<file path="src/rtl/row_classifier_pkg.sv">
// Shared types and constants for the row classifier.
package classifier_pkg;

    localparam int unsigned NUM_CLASSES = 10;

    // Saturation rails for 16-bit row results.
    localparam logic signed [15:0] SAT_MAX = 16'sh7FFF;
    localparam logic signed [15:0] SAT_MIN = 16'sh8000;

    typedef enum logic [2:0] {
        StIdle,
        StIssue,
        StWait,
        StStore,
        StNext,
        StFin
    } state_e;

endpackage

</file>
<file path="src/rtl/row_classifier_if.sv">
// Bundles the multiplier handshake, controller status and score read port.
interface row_classifier_if #(
    parameter int unsigned RESULT_W = 16
);
    logic                start;
    logic                done_row;
    logic [RESULT_W-1:0] row_result;
    logic                overflow;
    logic [3:0]          row_select;
    logic                begin_mult;
    logic                busy;
    logic                done;
    logic [3:0]          class_out;
    logic [RESULT_W-1:0] class_score;
    logic                any_overflow;
    logic [3:0]          score_rd_addr;
    logic [RESULT_W-1:0] score_rd_data;

    // Environment side: controller plus multiplier.
    modport master (
        output start, done_row, row_result, overflow, score_rd_addr,
        input  row_select, begin_mult, busy, done, class_out, class_score,
        input  any_overflow, score_rd_data
    );

    // Classifier side.
    modport slave (
        input  start, done_row, row_result, overflow, score_rd_addr,
        output row_select, begin_mult, busy, done, class_out, class_score,
        output any_overflow, score_rd_data
    );
endinterface

</file>
<file path="src/rtl/row_classifier_score_buffer.sv">
// Per-class score register file with a combinational, range-checked read port.
module score_buffer #(
    parameter int unsigned NUM_ROWS = 10,
    parameter int unsigned RESULT_W = 16
) (
    input  logic                clk,
    input  logic                rst,
    input  logic                we,
    input  logic [3:0]          waddr,
    input  logic [RESULT_W-1:0] wdata,
    input  logic [3:0]          raddr,
    output logic [RESULT_W-1:0] rdata
);

    logic [RESULT_W-1:0] mem_q [NUM_ROWS];
    logic [RESULT_W-1:0] mem_d [NUM_ROWS];

    // Next-state: write one entry when enabled and in range.
    always_comb begin
        mem_d = mem_q;
        if (we && (32'(waddr) < NUM_ROWS)) begin
            mem_d[waddr] = wdata;
        end
    end

    // Storage with synchronous clear.
    always_ff @(posedge clk) begin
        if (rst) begin
            mem_q <= '{default: '0};
        end else begin
            mem_q <= mem_d;
        end
    end

    // Read port: addresses past the last row read as zero.
    always_comb begin
        rdata = '0;
        if (32'(raddr) < NUM_ROWS) begin
            rdata = mem_q[raddr];
        end
    end

endmodule

</file>
<file path="src/rtl/row_classifier.sv">
// Sequences output rows through the multiplier, saturates and stores each
// score, and tracks a running signed argmax for the final class.
module row_classifier
    import classifier_pkg::*;
#(
    parameter int unsigned NUM_ROWS = NUM_CLASSES,
    parameter int unsigned RESULT_W = 16
) (
    input logic             clk,
    input logic             rst,
    row_classifier_if.slave bus
);

    localparam logic [3:0] LAST_ROW = 4'(NUM_ROWS - 1);
    localparam logic signed [RESULT_W-1:0] POS_RAIL = {1'b0, {(RESULT_W-1){1'b1}}};
    localparam logic signed [RESULT_W-1:0] NEG_RAIL = {1'b1, {(RESULT_W-1){1'b0}}};

    state_e                      state_q, state_d;
    logic [3:0]                  row_q, row_d;
    logic signed [RESULT_W-1:0]  sat_q, sat_d;
    logic                        any_ovf_q, any_ovf_d;
    logic signed [RESULT_W-1:0]  max_q, max_d;
    logic [3:0]                  max_idx_q, max_idx_d;
    logic                        max_valid_q, max_valid_d;
    logic [3:0]                  class_out_q, class_out_d;
    logic signed [RESULT_W-1:0]  class_score_q, class_score_d;
    logic signed [RESULT_W-1:0]  sat_val;

    // An overflowed sum has the opposite true sign, so clamp toward that rail.
    always_comb begin
        sat_val = bus.row_result;
        if (bus.overflow) begin
            sat_val = bus.row_result[RESULT_W-1] ? POS_RAIL : NEG_RAIL;
        end
    end

    // Next-state and datapath updates for the row sequencer.
    always_comb begin
        state_d       = state_q;
        row_d         = row_q;
        sat_d         = sat_q;
        any_ovf_d     = any_ovf_q;
        max_d         = max_q;
        max_idx_d     = max_idx_q;
        max_valid_d   = max_valid_q;
        class_out_d   = class_out_q;
        class_score_d = class_score_q;

        unique case (state_q)
            StIdle: begin
                if (bus.start) begin
                    row_d         = '0;
                    any_ovf_d     = 1'b0;
                    max_valid_d   = 1'b0;
                    max_d         = '0;
                    max_idx_d     = '0;
                    class_out_d   = '0;
                    class_score_d = '0;
                    state_d       = StIssue;
                end
            end
            StIssue: begin
                state_d = StWait;
            end
            StWait: begin
                if (bus.done_row) begin
                    sat_d     = sat_val;
                    any_ovf_d = any_ovf_q | bus.overflow;
                    state_d   = StStore;
                end
            end
            StStore: begin
                // Strict compare so ties keep the lower index.
                if (!max_valid_q || (sat_q > max_q)) begin
                    max_d       = sat_q;
                    max_idx_d   = row_q;
                    max_valid_d = 1'b1;
                end
                state_d = StNext;
            end
            StNext: begin
                if (row_q == LAST_ROW) begin
                    // Load the result here so it is visible alongside done.
                    class_out_d   = max_idx_q;
                    class_score_d = max_q;
                    state_d       = StFin;
                end else begin
                    row_d   = row_q + 4'd1;
                    state_d = StIssue;
                end
            end
            StFin: begin
                state_d = StIdle;
            end
            default: begin
                state_d = StIdle;
            end
        endcase
    end

    // State and datapath registers with synchronous reset.
    always_ff @(posedge clk) begin
        if (rst) begin
            state_q       <= StIdle;
            row_q         <= '0;
            sat_q         <= '0;
            any_ovf_q     <= 1'b0;
            max_q         <= '0;
            max_idx_q     <= '0;
            max_valid_q   <= 1'b0;
            class_out_q   <= '0;
            class_score_q <= '0;
        end else begin
            state_q       <= state_d;
            row_q         <= row_d;
            sat_q         <= sat_d;
            any_ovf_q     <= any_ovf_d;
            max_q         <= max_d;
            max_idx_q     <= max_idx_d;
            max_valid_q   <= max_valid_d;
            class_out_q   <= class_out_d;
            class_score_q <= class_score_d;
        end
    end

    // Outputs decoded from state; begin_mult is killed by rst in the same cycle.
    always_comb begin
        bus.row_select   = row_q;
        bus.begin_mult   = (state_q == StIssue) && !rst;
        bus.busy         = (state_q == StIssue) || (state_q == StWait) ||
                           (state_q == StStore) || (state_q == StNext);
        bus.done         = (state_q == StFin);
        bus.class_out    = class_out_q;
        bus.class_score  = class_score_q;
        bus.any_overflow = any_ovf_q;
    end

    score_buffer #(
        .NUM_ROWS (NUM_ROWS),
        .RESULT_W (RESULT_W)
    ) u_score_buffer (
        .clk   (clk),
        .rst   (rst),
        .we    (state_q == StStore),
        .waddr (row_q),
        .wdata (sat_q),
        .raddr (bus.score_rd_addr),
        .rdata (bus.score_rd_data)
    );

endmodule

</file>
<file path="src/flat_wrapper.sv">
// flat-port wrapper written by rule: the top's interface ports become plain ports
module row_classifier_flat import classifier_pkg::*;
#(
    parameter int unsigned NUM_ROWS = NUM_CLASSES,
    parameter int unsigned RESULT_W = 16
)
  (clk, rst, bus_start, bus_done_row, bus_row_result, bus_overflow, bus_score_rd_addr, bus_row_select, bus_begin_mult, bus_busy, bus_done, bus_class_out, bus_class_score, bus_any_overflow, bus_score_rd_data);
  row_classifier_if #(.RESULT_W(RESULT_W)) bus_i ();
  input logic clk;
  input logic rst;
  input wire logic [$bits(bus_i.start)-1:0] bus_start;
  input wire logic [$bits(bus_i.done_row)-1:0] bus_done_row;
  input wire logic [$bits(bus_i.row_result)-1:0] bus_row_result;
  input wire logic [$bits(bus_i.overflow)-1:0] bus_overflow;
  input wire logic [$bits(bus_i.score_rd_addr)-1:0] bus_score_rd_addr;
  output wire logic [$bits(bus_i.row_select)-1:0] bus_row_select;
  output wire logic [$bits(bus_i.begin_mult)-1:0] bus_begin_mult;
  output wire logic [$bits(bus_i.busy)-1:0] bus_busy;
  output wire logic [$bits(bus_i.done)-1:0] bus_done;
  output wire logic [$bits(bus_i.class_out)-1:0] bus_class_out;
  output wire logic [$bits(bus_i.class_score)-1:0] bus_class_score;
  output wire logic [$bits(bus_i.any_overflow)-1:0] bus_any_overflow;
  output wire logic [$bits(bus_i.score_rd_data)-1:0] bus_score_rd_data;
  assign bus_i.start = bus_start;
  assign bus_i.done_row = bus_done_row;
  assign bus_i.row_result = bus_row_result;
  assign bus_i.overflow = bus_overflow;
  assign bus_i.score_rd_addr = bus_score_rd_addr;
  assign bus_row_select = bus_i.row_select;
  assign bus_begin_mult = bus_i.begin_mult;
  assign bus_busy = bus_i.busy;
  assign bus_done = bus_i.done;
  assign bus_class_out = bus_i.class_out;
  assign bus_class_score = bus_i.class_score;
  assign bus_any_overflow = bus_i.any_overflow;
  assign bus_score_rd_data = bus_i.score_rd_data;
  row_classifier #(.NUM_ROWS(NUM_ROWS), .RESULT_W(RESULT_W)) u_core (.clk(clk), .rst(rst), .bus(bus_i));
endmodule
</file>
<file path="config.mk">
export PLATFORM = sky130hd
export DESIGN_NAME = row_classifier_flat
export DESIGN_NICKNAME = d
export VERILOG_FILES = /design/src/rtl/row_classifier_pkg.sv /design/src/rtl/row_classifier_if.sv /design/src/rtl/row_classifier_score_buffer.sv /design/src/rtl/row_classifier.sv /design/src/flat_wrapper.sv
export SDC_FILE = /design/constraint.sdc
export NUM_CORES = 1
export LEC_CHECK = 0
export CORE_MARGIN = 5
export CORE_UTILIZATION = 35
export CTS_BUF_LIST = sky130_fd_sc_hd__clkbuf_4 sky130_fd_sc_hd__clkbuf_8
export DETAILED_ROUTE_END_ITERATION = 8
export HOLD_SLACK_MARGIN = 0.12
export PLACE_DENSITY = 0.58
export SLEW_MARGIN = 20
export SYNTH_ARGS = -nofsm -noshare
export SYNTH_HDL_FRONTEND = slang
export SYNTH_SLANG_ARGS = --single-unit
</file>
<file path="constraint.sdc">
create_clock -name clk -period 2.3 [get_ports clk]
set_clock_uncertainty 0.05 [all_clocks]
set_input_delay 0.46 -clock clk [delete_from_list [all_inputs] [get_ports clk]]
set_output_delay 0.46 -clock clk [all_outputs]
set_load 0.01 [all_outputs]
</file>
==> out/qor.yml, run 1 <==
status:
  status: "finished, violations left"
  violations: "negative setup slack"
pwr:
  leakage_nw: 4.40
  internal-power_mw: 6.56
  power.density_nw_per_um2: 698
  ir_drop_mv: 0.336
  switching_share_pct: 25.1
  netSwitchingPower_mw: 2.19
  power_mw: 8.75
  comb_power_share_pct: 10.5
  pwr-share-seq_pct: 45.2
  p_clk_share_pct: 44.3
synthesis:
  async_flop_share_pct: 0
  synth_cells: 1169
  synth_top_cell_by_area: "dfxtp_1"
  synth-edff-count: 0
  synth_warnings: 0
  syn_area_um2: 9820
  synth-seq-cells: 225
  syn_nets: 1214
  synth_area_per_cell_um2: 8.40
  yosysTopAreaCellShare_pct: 45.8
  yosysSeqAreaShare_pct: 45.8
  synth-main-ff-cell: "dfxtp_1"
  ys_types: 43
  yosys-top-cells-area: "dfxtp_1 (46%), nand2_1 (13%), a21oi_1 (11%)"
worst_setup_path:
  r2r-start: "u_core.max_q[13]"
  crit_path_max_fanout: 5
  critPathLaunchType: "primary input"
  r2r-end: "u_core.max_q[6]"
  crit_arrival_ns: 1.90
  crit_path_end_kind: "primary output"
  worstSetupStartpoint: "bus_score_rd_addr[1]"
  rr_worst_depth: 9
  rrSetupSlack_ns: 0
  cp-endpoint: "bus_score_rd_data[15]"
  cp.required_ns: 1.79
  worstSetupPathType: "primary input to primary output"
floorplanning:
  die_area_um2: 31500
  core_area_um2: 27800
  start_util_pct: 35.4
  io_pins: 69
  rows: 61
  die_y_um: 178
  die_w_um: 178
cells_and_area:
  diodes: 0
  multi_input_area_um2: 5000
  fillCellCount: 2681
  finalNonFillerCells: 1676
  layout_common_cells: "nand2_1 (337), a21oi_1 (207), dfxtp_1 (194)"
  drive_gt1_share_pct: 24.3
  nets: 1317
  final_common_cell: "nand2_1"
  area_growth_syn_to_layout_pct: 27.5
  register_area_um2: 4550
timing:
  finalCriticalPeriod_ns: 2.41
  hold_violations: 0
  fmax_mhz: 416
  period_share_pct: 105
  final_max_slew_viol_count: 0
  worstMarginPinSlew_ns: 0.793
  relSlewSlack_pct: 47.2
  rsz0062_at_grt: "true"
  whs_ns: 0.398
  setup_viol: 15
  setup_ws_ns: -0.106
grt:
  overflow: 0
  grt_max_degree: 121
  track_usage_pct: 18.7
  antenna_found_initial: 0
  grt_pass1_vias: 8381
  grt_pass1_wl_um: 47600
place:
  io_buffers: 68
  post-dp-hpwl_um: 19700
  gp_congestion: 0.885
  dp.cells: 1592
detailed_routing:
  viasPerCell: 5.15
  post_drt_wl_per_cell_um: 18.0
  drtIter0Drc: 704
  num_vias: 8637
  drc: 0
  wl_um: 30100
  firstDrtPassIters: 5
  ant_nets: 0
clock_network:
  cts_buffer_depth: 3
  clk-insertion-delay-late_ns: 0.53
  root_buffer: "clkbuf_8"
  numCtsBuffers: 39
  cts_sinks: 225
  htreeDepth: 2
  cts_tree: "yes"
  cts.clk_slew.worst_paths_ns: 0.06
job:
  drv_cap: 0
min_path:
  hold_path.class: "register to register"
-- area by class of cell --
class                      count  area share, %
clock inverter                 3          0.389
sequential                   225           36.3
multi-input combinational    815           39.9
inverter                      21          0.629
timing repair buffer         170           12.9
clock buffer                  64           6.18
tap                          378           3.77
-- Yosys cell counts (2+ instances only) --
cell	n
and2_1	9
dfxtp_1	225
nand2_1	337
xnor2_1	3
mux2_2	16
o21ai_0	2
buf_4	6
a211oi_1	18
xor2_1	2
a21boi_1	2
buf_2	37
nor3b_2	3
a22o_1	20
nor2b_1	3
nand3_1	54
nor2_1	31
a21oi_1	218
inv_1	21
nand2b_1	2
ha_1	20
clkbuf_1	63
mux4_2	32
buf_6	2
nor3_2	2
a221oi_1	16
nand4_1	4
nor3_1	5
-- metal layers --
| metal | global-route usage [%] | share of wire [%] |
|---|---|---|
| met4 | 6.48 | 2.6 |
| met1 | 25.7 | 45 |
| met2 | 30.3 | 47 |
| met5 | 0 | 0 |
| met3 | 2.66 | 5.3 |
-- repair_timing --
action / CTS / global route
endpoints found under the setup margin: 26 / 37
endpoints found under the hold margin: 3 / 0
buffers inserted: 9 / 4
hold buffers: 1 / 0
gates resized for setup: 116 / 44
gates cloned: 2 / 3
pin swaps: 17 / 26
-- registers in the layout (all words and copies together) (netlist names) --
signal and cells:
u_core.bus.row_select 4, u_core.max_idx_q 4, u_core.state_q 3, u_core.sat_q 16, u_core.max_valid_q 1, u_core.bus.class_score 16
u_core.max_q 16, u_core.u_score_buffer.mem_q 160, u_core.bus.any_overflow 1, u_core.bus.class_out 4
-- metrics by stage --
stage	setup TNS (ns)	setup slack (ns)	area (µm²)	utilization [%]
floorplan	0	0.0454	9820	-
global placement	-11.11	-0.809	11200	40.5
detailed placement	-11.20	-0.805	11200	40.5
CTS	-0.972	-0.115	12300	44.4
global route	-3.18	-0.179	12500	45.1
finish	-0.627	-0.106	12500	45.1
-- critical path, stage by stage --
cell and delay, ns:
clkdlybuf4s15_2 0.23, buf_12 0.14, mux4_2 0.51, a221oi_2 0.33, nor2_2 0.08, buf_2 0.15
-- power by group through the flow --
stage          Sequential, mW  Clock [mW]  Combinational, mW
2_1_floorplan            4.03           0              0.450
3_3_place_gp             4.04           0              0.781
3_5_place_dp             4.04           0              0.787
4_1_cts                  3.95        3.95              0.831
5_1_grt                  3.96        4.13              0.977
6_report                 3.96        3.88              0.916
-- how the worst min path moves through the flow --
stage                                    from                              to  slack, ns  cells after the start
2_1_floorplan              u_core.max_valid_q              u_core.max_valid_q       0.37                      2
3_3_place_gp   u_core.u_score_buffer.mem_q[6]  u_core.u_score_buffer.mem_q[6]       0.39                      2
3_5_place_dp        u_core.bus.class_score[1]       u_core.bus.class_score[1]       0.39                      2
4_1_cts             u_core.bus.class_score[1]       u_core.bus.class_score[1]       0.40                      2
5_1_grt             u_core.bus.class_score[1]       u_core.bus.class_score[1]       0.42                      2
6_report            u_core.bus.class_score[1]       u_core.bus.class_score[1]       0.40                      2
-- cell families after synthesis --
kind of cell	Yosys count	synth area share [%]
and+or+nand+nor	457	19.5
AOI/OAI and AO/OA	285	16.7
DFF	225	45.8
buffers and inverters	129	5.78
muxes	48	9.17
adders and majority gates	20	2.55
xor gates and xnor gates	5	0.446
(Power assumes the default switching activity.)
==> run 2, diff against run 1 <==
--- a/config.mk
+++ b/config.mk
@@ -5,6 +5,7 @@
 export SDC_FILE = /design/constraint.sdc
 export NUM_CORES = 1
 export LEC_CHECK = 0
+export ABC_CLOCK_PERIOD_IN_PS = 2300
 export CORE_MARGIN = 5
 export CORE_UTILIZATION = 35
 export CTS_BUF_LIST = sky130_fd_sc_hd__clkbuf_4 sky130_fd_sc_hd__clkbuf_8
==> results of run 2 <==
No change in the layout: final DEF, timing and power equal those of run 1.
==> run 3, diff against run 2 <==
--- a/config.mk
+++ b/config.mk
@@ -5,7 +5,7 @@
 export SDC_FILE = /design/constraint.sdc
 export NUM_CORES = 1
 export LEC_CHECK = 0
-export ABC_CLOCK_PERIOD_IN_PS = 2300
+export ABC_CLOCK_PERIOD_IN_PS = 2500
 export CORE_MARGIN = 5
 export CORE_UTILIZATION = 35
 export CTS_BUF_LIST = sky130_fd_sc_hd__clkbuf_4 sky130_fd_sc_hd__clkbuf_8
==> constraint.sdc (replaced) <==
create_clock -name clk -period 2.5 [get_ports clk]
set_clock_uncertainty 0.05 [all_clocks]
set_input_delay 0.5 -clock clk [delete_from_list [all_inputs] [get_ports clk]]
set_output_delay 0.5 -clock clk [all_outputs]
set_load 0.01 [all_outputs]
==> run 3 against run 2 <==
The run now ends clean. First-iteration DRC count shrank 12%. Global-route usage decreased by 0.58 points. Combinational power is 22% lower. Critical path depth fell by 2. Total power shrank 10%. Critical path type is now register to primary output.
==> out/qor.yml, run 3 (synthesized netlist as in run 1, its figures left out) <==
status:
  status: "complete, no violations"
cells_and_area:
  area_growth_syn_to_layout_pct: 23.3
  drive_gt1_share_pct: 19.6  # -4.7 points
  regMostFlops: "u_core.u_score_buffer.mem_q"
  final_common_cell: "nand2_1"
  final_area_um2: 12100  # -3.3%
  layout_common_cells: "nand2_1 (337), dfxtp_1 (221), a21oi_1 (214)"
  diodes: 0  # unchanged
  largest_reg_flops: 160  # unchanged
  nets: 1295  # -1.7%
place:
  placedInstanceArea_um2: 11100  # -1.3%
  io_buffers: 68  # unchanged
  gp_congestion: 0.816  # -7.7%
  post-dp-hpwl_um: 19300  # -1.8%
grt:
  grt_pass1_wl_um: 45900  # -3.7%
  grt_max_degree: 99  # -18%
  antenna_found_initial: 0  # unchanged
  met2_usage_pct: 30.1  # -0.22 points
  grt_busiest_layer: "met2"
  track_usage_pct: 18.1  # -0.58 points
  grt_pass1_vias: 8257  # -1.5%
  overflow: 0  # unchanged
  use_met3_pct: 3.03  # +0.36 points
  gr-usage-met1_pct: 24.7  # -0.99 points
floorplanning:
  die_y_um: 178  # unchanged
  io_pins: 69  # unchanged
  rows: 61  # unchanged
  die_area_um2: 31500  # unchanged
  die_w_um: 178  # unchanged
  start_util_pct: 35.4  # unchanged
  core_area_um2: 27800  # unchanged
detailed_routing:
  num_vias: 8436  # -2.3%
  ant_nets: 0  # unchanged
  viasPerCell: 5.09  # -1.2%
  post_drt_wl_per_cell_um: 17.2  # -4.5%
  drtIter0Drc: 622  # -12%
  firstDrtPassIters: 5  # unchanged
  wl_um: 28400  # -5.6%
  drc: 0  # unchanged
clock_network:
  cts_buffer_depth: 3  # unchanged
  clk-insertion-delay-late_ns: 0.54  # about the same
  root_buffer: "clkbuf_8"
  numCtsBuffers: 39  # unchanged
  hold_buffers: 0  # -1
  cts_sinks: 225  # unchanged
  cts.clk_slew.worst_paths_ns: 0.06  # about the same
  htreeDepth: 2  # unchanged
  cts_tree: "yes"
worst_setup_path:
  worstSetupPathType: "register to primary output"
  crit_path_max_fanout: 2  # -3
  cp.required_ns: 1.95  # +0.16 ns
  crit_slowest_cell: "mux4_2"
  crit_path_end_kind: "primary output"
  crit_arrival_ns: 1.90  # about the same
  critPathLaunchType: "register"
  cp_cell_sequence: "mux4_2 -> a221oi_2 -> a21oi_1 -> clkdlybuf4s15_1"
  cpPeakStageDelay_ns: 0.47  # -0.04 ns
min_path:
  hold_path.class: "primary input to register"
pwr:
  leakage_nw: 4.22  # -4.2%
  power.density_nw_per_um2: 647  # -7.3%
  ir_drop_mv: 0.315  # -6.5%
timing:
  relSlewSlack_pct: 27.8  # -19 points
  finalCriticalPeriod_ns: 2.45
  hold_violations: 0  # unchanged
  fmax_mhz: 408
  worstMarginPinSlew_ns: 1.08  # +0.290 ns
  rsz0062_at_grt: "true"
  period_share_pct: 97.9
  whs_ns: 0.266  # -0.132 ns
  setup_viol: 0  # -15
  fin_setup_tns_ns: 0  # +0.627 ns
  final_max_slew_viol_count: 0  # unchanged
job:
  drv_cap: 0  # unchanged
run 3: repair_timing:
item / in CTS / in global routing
buffers inserted: 3 / 6
setup endpoints to repair: 18 / 10
gates cloned: 1 / 0
pin swaps: 11 / 8
resized for setup: 94 / 15
run 3: layout make-up:
type / count / area (µm²)
Clock buffer: 65 / 782
Clock inverter: 5 / 38.8
Fill cell: 2795 / 15700
Inverter: 21 / 78.8
Multi-Input combinational cell: 815 / 4890
Sequential cell: 225 / 4510
Tap cell: 378 / 473
Timing Repair Buffer: 148 / 1340
run 3: worst max-delay path: cells and delay by family, from the launching register on:
family | cells | cell delay (ns)
muxes | 1 | 0.47
buffers and inverters | 1 | 0.25
DFF | 1 | 0.31
AOI/OAI and AO/OA | 2 | 0.33
run 3: final timing paths:
path,start,to,slack [ns],cells after the start
min reg2reg,u_core.bus.class_score[1],u_core.bus.class_score[1],0.40,2
min,rst,u_core.max_valid_q,0.27,3
max,u_core.u_score_buffer.mem_q[105],bus_score_rd_data[9],0.05,4
max reg2reg,u_core.max_q[15],u_core.max_q[12],0.13,9
run 3: layer usage:
metal	vias up	share of wire (%)	wire length, µm
met5	-	0	0
met4	0	1.7	486
met3	37	4.9	1390
met2	201	48	13800
met1	4015	45	12800
li1	4183	-	-
run 3: power breakdown:
group	internal, mW	switching (mW)	leakage (nW)
Combinational	0.284	0.428	1.96
Sequential	3.61	0.0221	1.81
Clock	1.98	1.51	0.444
run 3: per-stage QoR:
step           cells  power (mW)  util, %  worst slack (ns)
6_report        1657        7.84     43.6            0.0514
3_5_place_dp    1579        4.40     40.0            -0.666
4_1_cts         1653        7.92     43.4           -0.0512
2_1_floorplan   1169        4.12        -             0.165
3_3_place_gp    1579        4.40     40.0            -0.648
5_1_grt         1657        8.18     43.6           -0.0222
==> RTL change: new RTL, settings of run 1 <==
`RESULT_W` is set to 16 in 4 places; all go to 32.
--- a/src/rtl/row_classifier_if.sv
+++ b/src/rtl/row_classifier_if.sv
@@ -1,6 +1,6 @@
 // Bundles the multiplier handshake, controller status and score read port.
 interface row_classifier_if #(
-    parameter int unsigned RESULT_W = 16
+    parameter int unsigned RESULT_W = 32
 );
     logic                start;
     logic                done_row;
--- a/src/rtl/row_classifier_score_buffer.sv
+++ b/src/rtl/row_classifier_score_buffer.sv
@@ -1,7 +1,7 @@
 // Per-class score register file with a combinational, range-checked read port.
 module score_buffer #(
     parameter int unsigned NUM_ROWS = 10,
-    parameter int unsigned RESULT_W = 16
+    parameter int unsigned RESULT_W = 32
 ) (
     input  logic                clk,
     input  logic                rst,
--- a/src/rtl/row_classifier.sv
+++ b/src/rtl/row_classifier.sv
@@ -4,7 +4,7 @@
     import classifier_pkg::*;
 #(
     parameter int unsigned NUM_ROWS = NUM_CLASSES,
-    parameter int unsigned RESULT_W = 16
+    parameter int unsigned RESULT_W = 32
 ) (
     input logic             clk,
     input logic             rst,
--- a/src/flat_wrapper.sv
+++ b/src/flat_wrapper.sv
@@ -2,7 +2,7 @@
 module row_classifier_flat import classifier_pkg::*;
 #(
     parameter int unsigned NUM_ROWS = NUM_CLASSES,
-    parameter int unsigned RESULT_W = 16
+    parameter int unsigned RESULT_W = 32
 )
   (clk, rst, bus_start, bus_done_row, bus_row_result, bus_overflow, bus_score_rd_addr, bus_row_select, bus_begin_mult, bus_busy, bus_done, bus_class_out, bus_class_score, bus_any_overflow, bus_score_rd_data);
   row_classifier_if #(.RESULT_W(RESULT_W)) bus_i ();
Interface: changed (resized bus_class_score, bus_row_result and bus_score_rd_data); port bits go from 69 to 117. The function was not compared with the original's and may differ.
==> RTL change against run 1 <==
The flow still finishes with violations (negative setup slack). Cell count is 88% higher. Routed wire length is 110% higher. Clock power is 92% higher. Total power is 99% higher. Synthesized area is 90% higher. Critical path type is now reg2reg. Largest cell class unchanged. Critical path depth is 3 higher. Utilization is 0.27 points higher. Combinational power grew to 2.5 times the old value. Highest routed layer unchanged. Sequential cell count is 208 higher. Final area is 91% higher. Largest power group unchanged. Worst setup slack worse by 0.26 ns. Non-clock buffer count is 136 higher. Register-to-register slack worse by 0.37 ns. Critical endpoint is now u_core.max_q[1].
==> RTL change: results (changes against run 1) <==
grt_pass1_vias: 17000  # +100%
reg2reg_from: "u_core.max_q[19]"
cp-end-kind: "flip-flop"
portBuffers: 116  # +71%
fin_ws_ns: -0.367  # -0.261 ns
insertion_delay_ns: 0.64  # +0.11 ns
synthesis.instances: 2247  # +92%
nNetsFinal: 2491  # +89%
grt_pass1_wl_mm: 96.5  # +100%
cts_resized: 251  # +120%
dp_cells: 3012  # +89%
fin_tns_setup_ns: -16.43  # -15.81 ns
status: "finished with violations"
grt_max_degree: 148  # +22%
hold_path_depth: 3  # +1
dpl_cell_area_sq_um: 21600  # +92%
setup_viol: 68  # +53
synth_xor_xnor_area_share_pct: 0.234  # -0.21 points
syn-num-nets: 2324  # +91%
ir_drop_mv: 0.424  # +26%
holdWs_ns: 0.280  # -0.118 ns
gp_congestion: 0.832  # -6.0%
dp_slack_ns: -0.626  # +0.179 ns
synth_compound_area_share_pct: 17.0  # +0.27 points
synth-seq-area-share_pct: 46.3  # +0.47 points
drt_wl_total_mm: 61.9  # +110%
hold_path_class: "in2reg"
grt_use_total_pct: 20.9  # +2.2 points
crit_path_max_fanout: 18  # +13
synth_common_cells: "nand2_1, a21oi_1, dfxtp_1"
violations: "negative setup slack"
p_leak_nw: 8.33  # +89%
synth.area.mux_share_pct: 9.63  # +0.46 points
drt_iter0_drc: 1398  # +99%
setup.worst_path.start_class: "flip-flop"
n_fill_cell: 5105  # +90%
cp.arrival_ns: 3.13  # +1.23 ns
drive_gt1_share_pct: 24.8  # +0.47 points
h-tree-depth: 3  # +1
viasPerCell: 5.35  # +3.8%
[RTL change: worst max-delay path: stages (launching register included)]
cell and delay [ns]:
dfxtp_2 0.34, inv_2 0.05, ha_4 0.26, nand4_1 0.17, nor4_4 0.44, o31a_1 0.33
a31oi_1 0.13, o221a_2 0.34, clkbuf_16 0.21, a22o_1 0.23
[RTL change: metal layers]
layer / up-vias / track usage (%) / wire length [um]
met5: - / 0 / 0
met4: 0 / 6.55 / 1430
met3: 101 / 3.77 / 3770
met2: 581 / 36.2 / 30800
met1: 8213 / 26.7 / 25900
li1: 7998 / - / -
[RTL change: where the power goes]
part	leakage [nW]	internal, mW	switching, mW
clock network	0.849	4.27	3.18
logic	3.96	0.947	1.37
registers	3.52	7.58	0.0636
total	8.33	12.8	4.62
[RTL change: layout make-up]
class	count	area share (%)
inverters	37	0.580
repair buffers	306	12.6
diodes	1	0.0105
clock buffers	124	6.35
multi-input cells	1561	40.0
clock inverters	9	0.355
flip-flops and latches	433	36.5
well taps	688	3.60
